$ cat config.mk
export PLATFORM = sky130hd
export DESIGN_NAME = io_ring_ctrl
export DESIGN_NICKNAME = d
export VERILOG_FILES = /design/src/rtl/io_ring_ctrl.sv
export SDC_FILE = /design/constraint.sdc
export NUM_CORES = 1
export LEC_CHECK = 0
export BUFFER_PORTS_ARGS = -buffer_cell sky130_fd_sc_hd__buf_2
export CAP_MARGIN = 10
export CORE_UTILIZATION = 40
export CTS_CLUSTER_DIAMETER = 120
export DETAILED_ROUTE_END_ITERATION = 7
export HOLD_SLACK_MARGIN = 0.08
export PLACE_DENSITY = 0.63
export RECOVER_POWER = 100
export SLEW_MARGIN = 25
export SYNTH_ARGS = -nofsm -noshare
export SYNTH_HDL_FRONTEND = slang
export SYNTH_SLANG_ARGS = --single-unit
$ cat constraint.sdc
create_clock -name clk -period 2.3 [get_ports clk]
set_input_delay 0.46 -clock clk [delete_from_list [all_inputs] [get_ports clk]]
set_output_delay 0.46 -clock clk [all_outputs]
set_load 0.005 [all_outputs]
$ cat src/rtl/io_ring_ctrl.sv
// io_ring_ctrl - MMIO peripheral controller for the MEM stage of riscv5stage_top.
//
// Owns the LED, switch and program-done registers, detects program completion
// (either a store to the done flag or the fetch PC parking on one address) and
// then sequences the board LEDs: RUN (software-owned LEDs), FLASH (all-on /
// all-off pairs), RING (rotating one-hot pattern, terminal until reset).
//
// Ports:
//   clk          system clock
//   rst          synchronous, active-high reset
//   mem_addr     MEM-stage address (ALU result)
//   mem_wdata    MEM-stage store data
//   mem_we       store strobe
//   mem_re       load strobe
//   mem_rdata    MMIO read data (combinational, zero for non-MMIO or no load)
//   io_hit       mem_addr matches one of the three MMIO addresses
//   if_pc        IF-stage PC, used for halt detection
//   stall        pipeline stall; freezes the halt counter
//   switches     raw board switches (asynchronous)
//   leds         board LEDs
//   led_ring     one-hot ring pattern register
//   program_done sticky completion flag
//   tick_step    one-cycle slow-tick pulse (FLASH and RING only)
//   debug_led    high whenever the sequencer has left RUN
module io_ring_ctrl #(
    parameter logic [31:0] LED_ADDR    = 32'hFFFF_0000,
    parameter logic [31:0] SW_ADDR     = 32'hFFFF_0004,
    parameter logic [31:0] DONE_ADDR   = 32'hFFFF_0008,
    parameter int unsigned TICK_DIV    = 25000000,
    parameter int unsigned FLASH_COUNT = 2,
    parameter int unsigned HALT_CYCLES = 16
) (
    input  logic        clk,
    input  logic        rst,
    input  logic [31:0] mem_addr,
    input  logic [31:0] mem_wdata,
    input  logic        mem_we,
    input  logic        mem_re,
    output logic [31:0] mem_rdata,
    output logic        io_hit,
    input  logic [31:0] if_pc,
    input  logic        stall,
    input  logic [3:0]  switches,
    output logic [3:0]  leds,
    output logic [3:0]  led_ring,
    output logic        program_done,
    output logic        tick_step,
    output logic        debug_led
);

    typedef enum logic [1:0] {
        ST_RUN   = 2'd0,
        ST_FLASH = 2'd1,
        ST_RING  = 2'd2
    } state_t;

    localparam int unsigned PRESC_W = $clog2(TICK_DIV);
    localparam int unsigned FLASH_W = (FLASH_COUNT != 0) ? $clog2(2 * FLASH_COUNT + 1) : 1;
    localparam int unsigned HALT_W  = (HALT_CYCLES != 0) ? $clog2(HALT_CYCLES + 1) : 1;

    localparam logic [PRESC_W-1:0] PRESC_LAST = PRESC_W'(TICK_DIV - 1);
    localparam logic [FLASH_W-1:0] FLASH_END  = FLASH_W'(2 * FLASH_COUNT);
    localparam logic [HALT_W-1:0]  HALT_MAX   = HALT_W'(HALT_CYCLES);
    localparam bit                 HALT_EN    = (HALT_CYCLES != 0);

    // One-hot ring rotation helpers; both preserve the one-hot property.
    function automatic logic [3:0] rot_left(input logic [3:0] r);
        return {r[2:0], r[3]};
    endfunction

    function automatic logic [3:0] rot_right(input logic [3:0] r);
        return {r[0], r[3:1]};
    endfunction

    state_t               state_r;
    state_t               state_nxt_s;
    logic [3:0]           sw_meta_r;
    logic [3:0]           sw_sync_r;
    logic [3:0]           io_leds_r;
    logic [31:0]          pc_q_r;
    logic [HALT_W-1:0]    halt_cnt_r;
    logic                 done_r;
    logic [PRESC_W-1:0]   presc_r;
    logic                 tick_r;
    logic                 phase_r;
    logic [FLASH_W-1:0]   flash_cnt_r;
    logic [FLASH_W-1:0]   flash_inc_s;
    logic [3:0]           ring_r;
    logic                 tick_evt_s;
    logic                 halt_set_s;
    logic                 wr_led_s;
    logic                 wr_done_s;
    logic [31:0]          mem_rdata_s;
    logic [3:0]           leds_s;
    logic                 unused_wdata_s;

    // Only the low nibble of store data is meaningful to any register here.
    assign unused_wdata_s = ^mem_wdata[31:4];

    assign io_hit      = (mem_addr == LED_ADDR) || (mem_addr == SW_ADDR) || (mem_addr == DONE_ADDR);
    assign wr_led_s    = mem_we && (mem_addr == LED_ADDR);
    assign wr_done_s   = mem_we && (mem_addr == DONE_ADDR) && mem_wdata[0];
    // The slow tick fires on the last prescaler count; it is also the edge on
    // which phase, flash count and ring advance, so tick_step lines up with them.
    assign tick_evt_s  = (state_r != ST_RUN) && (presc_r == PRESC_LAST);
    assign halt_set_s  = HALT_EN && (halt_cnt_r == HALT_MAX);
    assign flash_inc_s = flash_cnt_r + FLASH_W'(1);

    assign mem_rdata    = mem_rdata_s;
    assign leds         = leds_s;
    assign led_ring     = ring_r;
    assign program_done = done_r;
    assign tick_step    = tick_r;
    assign debug_led    = (state_r != ST_RUN);

    // MMIO read mux, driven only from registered state.
    always_comb begin
        mem_rdata_s = 32'h0000_0000;
        if (mem_re) begin
            if (mem_addr == LED_ADDR) begin
                mem_rdata_s = {28'h000_0000, io_leds_r};
            end else if (mem_addr == SW_ADDR) begin
                mem_rdata_s = {28'h000_0000, sw_sync_r};
            end else if (mem_addr == DONE_ADDR) begin
                mem_rdata_s = {31'h0000_0000, done_r};
            end else begin
                mem_rdata_s = 32'h0000_0000;
            end
        end else begin
            mem_rdata_s = 32'h0000_0000;
        end
    end

    // LED source select per sequencer state.
    always_comb begin
        leds_s = 4'b0000;
        case (state_r)
            ST_RUN:   leds_s = io_leds_r;
            ST_FLASH: leds_s = phase_r ? 4'b1111 : 4'b0000;
            ST_RING:  leds_s = ring_r;
            default:  leds_s = 4'b0000;
        endcase
    end

    // Sequencer next-state logic.
    always_comb begin
        state_nxt_s = state_r;
        case (state_r)
            ST_RUN: begin
                if (done_r) begin
                    state_nxt_s = (FLASH_COUNT != 0) ? ST_FLASH : ST_RING;
                end else begin
                    state_nxt_s = ST_RUN;
                end
            end
            ST_FLASH: begin
                if (tick_evt_s && (flash_inc_s == FLASH_END)) begin
                    state_nxt_s = ST_RING;
                end else begin
                    state_nxt_s = ST_FLASH;
                end
            end
            ST_RING:  state_nxt_s = ST_RING;
            default:  state_nxt_s = ST_RUN;
        endcase
    end

    // Sequencer state register.
    always_ff @(posedge clk) begin
        if (rst) begin
            state_r <= ST_RUN;
        end else begin
            state_r <= state_nxt_s;
        end
    end

    // Two-flop switch synchronizer.
    always_ff @(posedge clk) begin
        if (rst) begin
            sw_meta_r <= 4'b0000;
            sw_sync_r <= 4'b0000;
        end else begin
            sw_meta_r <= switches;
            sw_sync_r <= sw_meta_r;
        end
    end

    // Software LED register; stores are accepted in every state.
    always_ff @(posedge clk) begin
        if (rst) begin
            io_leds_r <= 4'b0000;
        end else if (wr_led_s) begin
            io_leds_r <= mem_wdata[3:0];
        end
    end

    // Halt detector: a PC change clears, a stall freezes, otherwise count up to saturation.
    always_ff @(posedge clk) begin
        if (rst) begin
            pc_q_r     <= 32'h0000_0000;
            halt_cnt_r <= '0;
        end else begin
            pc_q_r <= if_pc;
            if (if_pc != pc_q_r) begin
                halt_cnt_r <= '0;
            end else if (!stall && (halt_cnt_r != HALT_MAX)) begin
                halt_cnt_r <= halt_cnt_r + HALT_W'(1);
            end
        end
    end

    // Sticky completion flag; simultaneous write and halt collapse into one set.
    always_ff @(posedge clk) begin
        if (rst) begin
            done_r <= 1'b0;
        end else if (wr_done_s || halt_set_s) begin
            done_r <= 1'b1;
        end
    end

    // Prescaler, tick pulse, flash phase/count and ring pattern.
    always_ff @(posedge clk) begin
        if (rst) begin
            presc_r     <= '0;
            tick_r      <= 1'b0;
            phase_r     <= 1'b1;
            flash_cnt_r <= '0;
            ring_r      <= 4'b0001;
        end else begin
            tick_r <= tick_evt_s;
            case (state_r)
                ST_RUN: begin
                    // Held here so FLASH/RING start with a full tick period and phase on.
                    presc_r     <= '0;
                    flash_cnt_r <= '0;
                    phase_r     <= 1'b1;
                end
                ST_FLASH: begin
                    presc_r <= tick_evt_s ? '0 : presc_r + PRESC_W'(1);
                    if (tick_evt_s) begin
                        phase_r     <= ~phase_r;
                        flash_cnt_r <= flash_inc_s;
                        if (flash_inc_s == FLASH_END) begin
                            ring_r <= 4'b0001;
                        end
                    end
                end
                ST_RING: begin
                    presc_r <= tick_evt_s ? '0 : presc_r + PRESC_W'(1);
                    if (tick_evt_s && !sw_sync_r[0]) begin
                        ring_r <= sw_sync_r[3] ? rot_right(ring_r) : rot_left(ring_r);
                    end
                end
                default: begin
                    presc_r <= '0;
                end
            endcase
        end
    end

endmodule
### After elaboration in Yosys (flattened, before gate mapping)

Index checks and enable logic that the tools add are counted.

| storage, ports and cells | value |
|---|---|
| register bits | 86 |
| bits of input ports | 105 |
| output and inout bits | 44 |
| logic and storage cells | 69 |

| cells by class | value |
|---|---|
| $add $sub $neg | 3 |
| equal/unequal tests | 13 |
| mux-type cells | 18 |
| bitwise operators | 2 |
| reductions and logical operators | 21 |

Operators with widths:

| operator | number |
|---|---|
| equality test 32 bit, second input constant | 3 |
| 2-to-1 mux 32 bit | 1 |
| != test 32 bit | 1 |
| 2-to-1 mux 4 bit | 7 |
| adder 25 x 1 -> 25 bit, second input constant | 1 |
| equality test 25 bit, second input constant | 1 |
| case mux 4 bit (3 select lines) | 1 |
| case mux 4 bit (2 select lines) | 1 |
| logical AND 1 bit | 7 |
| != test 2 bit, second input constant | 3 |
| case mux 2 bit (3 select lines) | 1 |
| case mux 3 bit (2 select lines) | 1 |
| nonzero test 2 bit | 3 |
| adder 5 x 1 -> 5 bit, second input constant | 1 |
| equality test 5 bit, second input constant | 1 |
| != test 5 bit, second input constant | 1 |
| AND reduction 4 bit | 1 |
| OR reduction 2 bit | 2 |
| adder 3 x 1 -> 3 bit, second input constant | 1 |
| equality test 3 bit, second input constant | 1 |
| logical OR 1 bit | 3 |
| 2-to-1 mux 1 bit | 3 |
| 2-to-1 mux 3 bit | 1 |
| OR reduction 3 bit | 1 |
| 8 further kinds | 10 |

### Longest topological paths before layout

| depth | value |
|---|---|
| word-level depth | 5 |
| mapped depth | 7 |
| gate-level depth less buffers | 6 |

### Worst setup path before layout

Ideal clock, no wire load.

| path | value |
|---|---|
| path type | register -> register |
| from | register presc_r[0] |
| to | register presc_r[18] |
| setup time | 70 ps |
| arrival time | 1884 ps |
| required time | 2230 ps |
| setup slack | 345 ps |
| stages on the path, launching flop included | 7 |
| buffers on the path | 1 |
| period minus slack after synthesis | 1955 ps |
| cell sequence | dfxtp_1 -> ha_1 -> nand4_1 -> or4_4 -> buf_6 -> or4_1 -> a21oi_1 |

| on the way | value |
|---|---|
| word-level cells in the longest chain between the ends | 3 |
| elaborated cells between the ends (all ways) | 4 |
| those cells by class | add/sub (1); eq/ne (1); reduce/logical (2) |

RTL lines:

| what | RTL line | RTL |
|---|---|---|
| start, declared | 83 | `logic [PRESC_W-1:0] presc_r;` |
| start signal, assigned | 239 | `presc_r <= tick_evt_s ? '0 : presc_r + PRESC_W'(1);` |
| start signal, assigned | 249 | `presc_r <= tick_evt_s ? '0 : presc_r + PRESC_W'(1);` |
| branches (longest 3 deep; another with adder 25 x 1 -> 25 bit) | - |  |

Parallel ways; which one is timed is not known.
A chain may end at the register's enable or synchronous reset.

### Final worst setup path

| path | value |
|---|---|
| from | input mem_addr[6] |
| to | output mem_rdata[2] |

| on the way | value |
|---|---|
| word-level cells in the longest chain between the ends | 4 |
| elaborated cells between the ends (all ways) | 5 |
| those cells by class | eq/ne (2); mux (3) |

RTL lines:

| what | RTL line | RTL |
|---|---|---|
| start, declared | 35 | `input logic [31:0] mem_addr,` |
| equality test 32 bit | 122 | `end else if (mem_addr == SW_ADDR) begin` |
| 2-to-1 mux 4 bit | 122 |  |
| 2-to-1 mux 4 bit (*) | 120 | `if (mem_addr == LED_ADDR) begin` |
| 2-to-1 mux 32 bit (*) | 119 | `if (mem_re) begin` |
| end, declared | 39 | `output logic [31:0] mem_rdata,` |

Every way passes the cells marked *; elsewhere a longest branch is shown, timed or not.

==> flow_summary.toml <==
[run_status]
run_status = "finished, final reports clean"

[drt]
drtPass1Iterations = 4
vias_per_cell = 4.87
drc_errors = 0
drt_iter0_drc = 80
vias = 3308
ant_nets = 0
totalWireLength_um = 8110
wl_per_cell_um = 11.9

[clocking]
cts_root_buffer = "clkbuf_8"
cts_hold_buffers = 0
ctsResizeCount = 0
clk_pin_slew_ns = 0.08
cts_setup_buffers = 0
cts-buffers-inserted = 9
h-tree-depth = 3
clk_path_buf_depth = 2
clock_sinks = 86
clk_latency_ns = 0.36
cts_tree = "yes"

[timing]
drv_slew = 0
hold_viol_final = 0
worst_pin_slew_ns = 1.29
min_period_ns = 2.16
rsz0062_at_grt = "false"
tns_ns = 0
holdWs_ns = 0.314
max_freq_ghz = 0.463
finalCritPeriodShare_pct = 93.8
setup_viol = 0
slew_headroom_pct = 13.9
clock_skew_ns = 0.0142

[finish]
area_growth_pct = 17.1
layout-drive-gt1-share_pct = 21.4
antennaDiodeCount = 0
instances_no_fill = 679
nNetsFinal = 655

[die]
core_um2 = 9910
die_y_um = 104
die-area_um2 = 10800
initial_core_util_pct = 41.8
ios = 149
placementRows = 36
die_x_um = 104

[flow_run]
drv_cap = 0

[grt]
grt_pass1_wl_um = 14200
antenna_found_initial = 0
grt_pass1_vias = 3229
grt_util_all_layers_pct = 15.8
grt_max_degree = 33
overflow = 0

[yosys]
synthDistinctLibCells = 45
netlist_area_um2 = 4140
synth-xor-area-share_pct = 9.53
synth_cells = 447
synthArstFlopShare_pct = 0
yosys_register_bits = 86
synth_fa_ha_area_share_pct = 2.72
ys_warn_count = 0
yosysSeqAreaShare_pct = 41.6
synth-compound-area-share_pct = 6.02
synth.area.mux_share_pct = 5.47
synthSimpleGateAreaFrac_pct = 26.8
synth_edf_count = 0
avgSynthCellArea_um2 = 9.26
synth_top_family_by_area = "simple AND/OR/NAND/NOR gates"
synthFlopType = "dfxtp_1"

[place]
placedCellCount = 663
dpl.hpwl_um = 6140
numPortBuffers = 92
gp_congestion = 0.794

[critical_path]
path_buf_inv = 2
critical_path_required_ns = 1.84
cp_max_fo = 5
path_cells = "buf_2 -> nor4b_1 -> and4_2 -> nand2_1 -> nor4b_1 -> buf_2"
cpPeakStageDelay_ns = 0.30
worst_path_max_delay_cell = "and4_2"
end_kind = "primary output"
start_kind = "input pin"
critPathKind = "in2out"
cp_top_family = "simple AND/OR/NAND/NOR gates"
cp_data_arrival_time_ns = 1.70

[pwr]
p_sw_share_pct = 24.0
p_comb_share_pct = 6.8
net-switching-power_uw = 688
power_uw = 2870
seqPwrFrac_pct = 53.7
total_leakage_power_uw = 0.00197
p_clk_share_pct = 39.5
p_int_uw = 2180
max-vdd-ir-drop_v = 0.000322
p_per_area_nw_per_um2 = 592

[min_path]
hp-class = "in2reg"
-- sequential cells by signal, indices dropped and copies added, names as in the netlist --
signal,count
io_leds_r,4
state_r,2
pc_q_r,32
sw_sync_r,4
tick_step,1
sw_meta_r,4
phase_r,1
flash_cnt_r,3
halt_cnt_r,5
led_ring,4
presc_r,25
program_done,1
-- power groups by stage --
stage | clock, uW | combinational [uW] | sequential, uW
final | 1130 | 195 | 1540
after global routing | 1240 | 220 | 1540
after CTS | 1170 | 197 | 1540
after detailed placement | 0 | 196 | 1580
after global placement | 0 | 192 | 1570
after floorplan | 0 | 143 | 1570
-- layout by cell type (no fill, tap or decap), types with 6 or more instances in the layout --
| cell type | Yosys | final |
|---|---|---|
| mux2i_1 | 17 | 17 |
| o31ai_1 | 6 | 6 |
| nand4_1 | 12 | 12 |
| xnor2_1 | 12 | 12 |
| ha_1 | 9 | 9 |
| nand3_1 | 16 | 16 |
| a21oi_1 | 19 | 19 |
| nor2b_1 | 42 | 42 |
| inv_1 | 13 | 13 |
| nor3_1 | 7 | 7 |
| or4_1 | 5 | 6 |
| clkbuf_1 | 11 | 10 |
| dfxtp_1 | 86 | 86 |
| conb_1 | 1 | 28 |
| buf_2 | 1 | 82 |
| nand2b_1 | 13 | 13 |
| clkbuf_8 | 0 | 10 |
| nor2_1 | 25 | 25 |
| o21ai_0 | 6 | 7 |
| nand2_1 | 19 | 19 |
| xor2_1 | 33 | 33 |
| nor4_1 | 15 | 15 |
| or3_1 | 6 | 6 |
-- stage by stage --
| stage | cell area [um^2] | util, % | setup WS, ns |
|---|---|---|---|
| after floorplan | 4240 | - | 0.345 |
| after global placement | 4640 | 46.8 | 0.158 |
| after detailed placement | 4640 | 46.8 | 0.132 |
| after CTS | 4850 | 49.0 | 0.126 |
| after global routing | 4850 | 48.9 | 0.00686 |
| final | 4850 | 48.9 | 0.142 |
-- per-layer routing --
layer	wire length, um	share of wire (%)	track usage (%)	vias up
met5	0	0	0	-
met4	134	1.7	6.22	0
met3	411	5.1	4.97	13
met2	3860	48	25.7	76
met1	3700	46	19.4	1526
li1	-	-	-	1693
-- synth_stat cells (2+ instances only) --
cell | n | share of area [%]
dfxtp_1 | 86 | 42
nor3b_1 | 2 | 0.36
and2_1 | 2 | 0.30
o31ai_1 | 6 | 1.1
or4_1 | 5 | 0.91
a21oi_1 | 19 | 2.3
nand3_1 | 16 | 1.9
ha_1 | 9 | 2.7
a22oi_1 | 4 | 0.73
inv_1 | 13 | 1.2
nor2b_1 | 42 | 6.4
nor4_1 | 15 | 2.3
mux2_2 | 5 | 1.4
nand2_1 | 19 | 1.7
xnor2_1 | 12 | 2.5
and4_1 | 6 | 1.3
or3_1 | 6 | 0.91
mux2i_1 | 17 | 4.1
or4_4 | 2 | 0.54
nand2b_1 | 13 | 2.0
o21ai_0 | 6 | 0.73
clkbuf_1 | 11 | 1.0
nor4b_1 | 8 | 1.7
buf_4 | 28 | 5.1
xor2_1 | 33 | 7.0
nand4_1 | 12 | 1.8
and3_1 | 2 | 0.30
nor2_1 | 25 | 2.3
nor3_1 | 7 | 0.85
-- worst paths after layout --
check	from	end	slack (ns)	cells after the start
worst max-delay path	mem_addr[6]	mem_rdata[2]	0.14	6
worst min-delay path	switches[0]	sw_meta_r[0]$_SDFF_PP0_	0.31	2
worst max register to register	presc_r[0]$_SDFF_PP0_	presc_r[24]$_SDFF_PP0_	0.16	5
worst min register to register	sw_meta_r[1]$_SDFF_PP0_	sw_sync_r[1]$_SDFF_PP0_	0.44	1
-- logic make-up (layout without fill, tap and decap cells) --
family                   Yosys count  after routing
adder cells (fa/ha/maj)            9              9
AND/OR/NAND/NOR                  188            188
flip-flops                        86             86
buffers and inverters             55            127
other                              1             28
multiplexers                      22             22
AO/OA/AOI/OAI                     41             41
XOR/XNOR                          45             45
-- area by class of cell --
cell class                 instances  area, um^2
clock inverter                     6        76.3
timing repair buffer              98         483
tap                              133         166
sequential                        86        1720
clock buffer                      10         138
multi-input combinational        333        2210
inverter                          13        48.8
fill                             990        5060
(Power assumes the default switching activity.)
